--- src/rtl/wb_arbiter.sv ---
// Writeback arbiter: ALU results win; LSU results queue in a FIFO.
// Optional WB_BYPASS_EN: LSU result skips an empty FIFO when ALU is idle.
module wb_arbiter #(
  parameter int XLen        = 32,
  parameter int NReg        = 32,
  parameter int NRegWidth   = $clog2(NReg),
  parameter int FifoDepth   = 4,
  parameter int StarveLimit = 8
) (
  input  logic                           clk_i,
  input  logic                           rst_i,
  input  logic                           alu_valid_i,
  input  logic [NRegWidth-1:0]           alu_rd_i,
  input  logic [XLen-1:0]                alu_wd_i,
  input  logic                           lsu_valid_i,
  output logic                           lsu_ready_o,
  input  logic [NRegWidth-1:0]           lsu_rd_i,
  input  logic [XLen-1:0]                lsu_wd_i,
  output logic                           we3_o,
  output logic [NRegWidth-1:0]           a3_o,
  output logic [XLen-1:0]                wd3_o,
  output logic                           stall_o,
  output logic [$clog2(FifoDepth+1)-1:0] fifo_count_o
);

  localparam int CntW = $clog2(FifoDepth + 1);
  localparam int PtrW = $clog2(FifoDepth);
  localparam int StW  = $clog2(StarveLimit + 1);

  logic [NRegWidth-1:0] r_rd_q [FifoDepth];
  logic [XLen-1:0]      r_wd_q [FifoDepth];
  logic [PtrW-1:0]      r_wptr;
  logic [PtrW-1:0]      r_rptr;
  logic [CntW-1:0]      r_count;
  logic [StW-1:0]       r_starve;
  logic                 r_stall;
  logic                 r_we3;
  logic [NRegWidth-1:0] r_a3;
  logic [XLen-1:0]      r_wd3;

  logic w_empty;
  logic w_ready;
  logic w_push;
  logic w_bypass;
  logic w_push_fifo;
  logic w_pop;

  assign w_empty = (r_count == '0);
  assign w_ready = (r_count < CntW'(FifoDepth));
  assign w_push  = lsu_valid_i & w_ready;
  assign w_pop   = ~alu_valid_i & ~w_empty;

`ifdef WB_BYPASS_EN
  assign w_bypass = w_push & w_empty & ~alu_valid_i;
`else
  assign w_bypass = 1'b0;
`endif

  assign w_push_fifo = w_push & ~w_bypass;

  always_ff @(posedge clk_i) begin
    if (w_push_fifo) begin
      r_rd_q[r_wptr] <= lsu_rd_i;
      r_wd_q[r_wptr] <= lsu_wd_i;
    end
  end

  always_ff @(posedge clk_i or posedge rst_i) begin
    if (rst_i) begin
      r_wptr  <= '0;
      r_rptr  <= '0;
      r_count <= '0;
    end else begin
      if (w_push_fifo) r_wptr <= r_wptr + 1'b1;
      if (w_pop)       r_rptr <= r_rptr + 1'b1;
      unique case ({w_push_fifo, w_pop})
        2'b10:   r_count <= r_count + CntW'(1);
        2'b01:   r_count <= r_count - CntW'(1);
        default: r_count <= r_count;
      endcase
    end
  end

  // Starvation: FIFO holds data but ALU keeps the slot.
  always_ff @(posedge clk_i or posedge rst_i) begin
    if (rst_i) begin
      r_starve <= '0;
      r_stall  <= 1'b0;
    end else begin
      if (w_empty || w_pop)
        r_starve <= '0;
      else if (r_starve != StW'(StarveLimit))
        r_starve <= r_starve + StW'(1);

      if (w_pop)
        r_stall <= 1'b0;
      else if (r_starve == StW'(StarveLimit))
        r_stall <= 1'b1;
    end
  end

  always_ff @(posedge clk_i or posedge rst_i) begin
    if (rst_i) begin
      r_we3 <= 1'b0;
      r_a3  <= '0;
      r_wd3 <= '0;
    end else if (alu_valid_i) begin
      r_we3 <= (alu_rd_i != '0);
      r_a3  <= alu_rd_i;
      r_wd3 <= alu_wd_i;
    end else if (!w_empty) begin
      r_we3 <= (r_rd_q[r_rptr] != '0);
      r_a3  <= r_rd_q[r_rptr];
      r_wd3 <= r_wd_q[r_rptr];
    end else if (w_bypass) begin
      r_we3 <= (lsu_rd_i != '0);
      r_a3  <= lsu_rd_i;
      r_wd3 <= lsu_wd_i;
    end else begin
      r_we3 <= 1'b0;
    end
  end

  assign lsu_ready_o  = w_ready;
  assign we3_o        = r_we3;
  assign a3_o         = r_a3;
  assign wd3_o        = r_wd3;
  assign stall_o      = r_stall;
  assign fifo_count_o = r_count;

endmodule

--- config.mk ---
export PLATFORM = sky130hd
export DESIGN_NAME = wb_arbiter
export DESIGN_NICKNAME = d
export VERILOG_FILES = /design/src/rtl/wb_arbiter.sv
export SDC_FILE = /design/constraint.sdc
export NUM_CORES = 1
export LEC_CHECK = 0
export BUFFER_PORTS_ARGS = -buffer_cell sky130_fd_sc_hd__buf_2
export CAP_MARGIN = 20
export CORE_ASPECT_RATIO = 1.1
export CORE_MARGIN = 5
export CORE_UTILIZATION = 60
export DETAILED_ROUTE_END_ITERATION = 8
export HOLD_SLACK_MARGIN = 0.03
export PLACE_DENSITY_LB_ADDON = 0.15
export SETUP_SLACK_MARGIN = 0.15
export SYNTH_ARGS = -nofsm -noshare
export SYNTH_HDL_FRONTEND = slang
export SYNTH_SLANG_ARGS = --single-unit
--- constraint.sdc ---
create_clock -name clk_i -period 5.9 [get_ports clk_i]
set_input_delay 1.18 -clock clk_i [delete_from_list [all_inputs] [get_ports clk_i]]
set_output_delay 1.18 -clock clk_i [all_outputs]
set_load 0.01 [all_outputs]
==> run summary <==
* **# diodes** 0
* **Worst Clk Skew** 0.00607 ns
* **outcome** complete, no violations
* **CP Data Required Time** 6.24 ns
* **die span in x** 118 µm
* **latest clock arrival within the worst-skew pair** 0.42 ns
* **share of layout cells above drive strength 1** 0.343
* **pins over their slew limit** 0
* **vertical extent of the die** 129 µm
* **placer congestion estimate** 0.720
* **count of fill cells added during filler insertion** 803
* **cell count after synthesis** 422
* **placed insts** 681
* **clock slew at the register clock pins of the worst setup and hold paths** 0.06 ns
* **DR vias** 3978
* **# nets final** 630
* **CTS tree** done
* **overall fraction of global-route tracks in use** 0.187
* **num rows** 43
* **vias in the first global route** 4198
* **Max transition margin** 0.333
* **final worst path period share** 0.472
* **CTS Buffer Depth** 2
* **power per cell area** 450 nW/µm²
* **Total Wirelength** 13.5 mm
* **clock root buffer** clkbuf_16
* **worst IR drop on VDD** 0.392 mV
* **total leakage power** 3.38 nW
* **post-layout min period** 2.79 ns
* **Synth Register Bits** 198
* **number of post-CTS setup repair buffers** 0
* **total die area** 15200 µm²
* **number of nets produced by synthesis** 508
* **mean routed wirelength per cell** 18.9 µm
* **Crit. End Element** flip-flop
* **largest net degree at the start of global routing** 78
* **detail-routed via count per cell** 5.57
* **unrepaired setup endpoints after global routing** false
* **post-detail-place hpwl** 8.30 mm
* **DRT antenna net count** 0
* **count of placed standard cells in the final layout, fillers left out** 714
* **Initial Util** 0.612
* **setup total negative slack** 0 ns
* **portion of the post-synthesis area used by sequential elements** 0.740
* **cell type of the slowest stage on the worst timing path** nor2_1
* **number of antenna violations at the first check in global routing** 0
* **number of gates resized after CTS** 0
* **sum of overflow across all layers after global routing** 0
* **summed instance area of the synthesized netlist** 7700 µm²
* **CP max stage delay** 0.43 ns
* **placeable core region** 12600 µm²
* **global-route wire length before repair** 21.6 mm
* **H-tree level count** 4
* **Critical Path AT** 3.13 ns
* **first drt pass iteration count** 4
* **Critical Path Source Type** input pin
* **maximum fanout encountered on the critical timing path** 77
* **Layout Utilization** 0.715
* **max-cap violation count** 0
* **Post-route DRC** 0
* **cell seen most often among critical-path stages** nor2_1
* **hold bufs inserted after CTS** 0
* **number of warnings printed during yosys synthesis** 0
* **final number of hold-violating endpoints** 0
* **number of distinct library cells after synthesis** 24
* **worst setup path category** input pin to flip-flop
* **number of top-level pins** 121
* **drt initial violations** 201
* **mean instance size in the synthesized netlist** 18.2 µm²
* **final count of negative-setup-slack endpoints** 0
* **cell breakdown of the critical path** buf_2 -> buf_4 -> nor2_1 -> ha_1 -> inv_1 -> fa_1 -> xor2_1 -> nor2_1 -> xnor2_1
* **type of the most critical hold path** flip-flop to flip-flop
* **TritonCTS Sinks** 198
* **overall power consumption** 0.00405 W
* **Least-Margin Pin Slew** 1.00 ns
* **clock buffers created by TritonCTS** 17
* **Port Buffer Count** 120
* **highest achievable clock rate** 359 MHz
* **Area growth, synth to finish** 16.9%
==> cells in the mapped netlist <==
master	instances	area share
inv_1	10	0.0049
nor3_1	2	0.0013
o21ai_0	39	0.025
nand2b_1	1	0.00081
fa_1	1	0.0026
clkbuf_1	12	0.0058
nand3_1	1	0.00065
buf_2	6	0.0039
ha_1	7	0.011
nand2_1	41	0.020
mux4_1	3	0.010
o21ai_1	1	0.00065
or4_1	2	0.0019
and2_1	4	0.0032
mux4_2	34	0.099
nor2_1	8	0.0039
buf_1	2	0.00098
nor2b_1	1	0.00081
dfrtp_1	50	0.16
edfxtp_1	148	0.58
mux2i_1	39	0.051
buf_6	1	0.0015
xor2_1	3	0.0034
xnor2_1	6	0.0068
==> placed cells by master, fill, tap and decap left out <==
cell	n
nor2_1	8
dfrtp_2	2
nor3_2	1
fa_1	1
mux4_2	34
or4_1	2
clkbuf_1	2
o21ai_1	1
mux4_1	3
xor2_1	3
nor2b_1	1
nand3_1	1
nor3_1	1
and2_2	4
bufinv_16	2
clkbuf_16	17
nand2_1	41
nand2b_1	1
dfrtp_1	48
buf_2	120
clkinvlp_4	2
clkinv_1	5
buf_4	3
inv_2	1
o21ai_0	39
xnor2_1	6
ha_1	7
inv_1	9
edfxtp_1	148
buf_12	1
mux2i_1	39
clkinv_2	4
==> metal layers <==
| metal | global-route usage | vias to the layer above | routed length, µm |
|---|---|---|---|
| met5 | 0 | - | 0 |
| met1 | 0.237 | 2023 | 5670 |
| li1 | - | 1857 | - |
| met2 | 0.320 | 88 | 7060 |
| met4 | 0.0709 | 0 | 191 |
| met3 | 0.0422 | 10 | 565 |
==> critical path: cells and delay by family <==
family                     cells  cell delay, ns
adders and majority gates      2            0.64
buffers and inverters          3            0.48
xor gates and xnor gates       2            0.28
and+or+nand+nor                2            0.55
==> logic make-up after synthesis <==
logic type / count (synthesis) / share of synthesized area
flip-flops: 198 / 0.740
multiplexers: 76 / 0.160
adder cells (fa/ha/maj): 8 / 0.0140
AO/OA/AOI/OAI: 40 / 0.0260
AND/OR/NAND/NOR: 60 / 0.0327
buffers and inverters: 31 / 0.0171
XOR/XNOR: 9 / 0.0102
==> final cells by class <==
cell class | count | area [µm²] | area share
multi-input cells | 193 | 1880 | 0.209
flip-flops and latches | 198 | 5700 | 0.633
well taps | 157 | 196 | 0.0218
clock buffers | 19 | 433 | 0.0481
repair buffers | 124 | 643 | 0.0714
inverters | 10 | 37.5 | 0.00417
clock inverters | 13 | 114 | 0.0126
==> power by group <==
group          internal [W]  leakage [nW]  switching, W
combinational      0.000522          1.17      0.000492
sequential          0.00178          1.95      0.000186
clock              0.000613         0.264      0.000461
total               0.00291          3.38       0.00114
==> state kept, by name, indices dropped and copies added (netlist names) <==
| register | cells |
|---|---|
| r_starve | 4 |
| r_rptr | 2 |
| wd3_o | 32 |
| a3_o | 5 |
| r_wd_q | 128 |
| fifo_count_o | 3 |
| r_rd_q | 20 |
| r_wptr | 2 |
| stall_o | 1 |
| we3_o | 1 |
==> per-stage QoR <==
stage                     setup slack, ns  instance area (µm²)  hold WS, ns
after floorplan                      3.05                 7700        0.504
after CTS                            3.14                 8980        0.502
final                                3.11                 9000        0.501
after global routing                 3.00                 9000        0.565
after global placement               2.76                 8440        0.490
after detailed placement             2.70                 8440        0.487
==> worst paths after layout <==
check	from	to	slack, ns	depth (start not counted)
min in group asynchronous	rst_i	wd3_o[30]	0.70	2
worst max-delay path	alu_valid_i	fifo_count_o[2]	3.11	9
max in group asynchronous	rst_i	r_rptr[1]	4.66	3
worst min-delay path	stall_o	stall_o	0.50	2
worst max register to register	fifo_count_o[0]	fifo_count_o[1]	3.49	7
worst min register to register	stall_o	stall_o	0.50	2
Note: power is estimated with default switching activity, not from simulation.
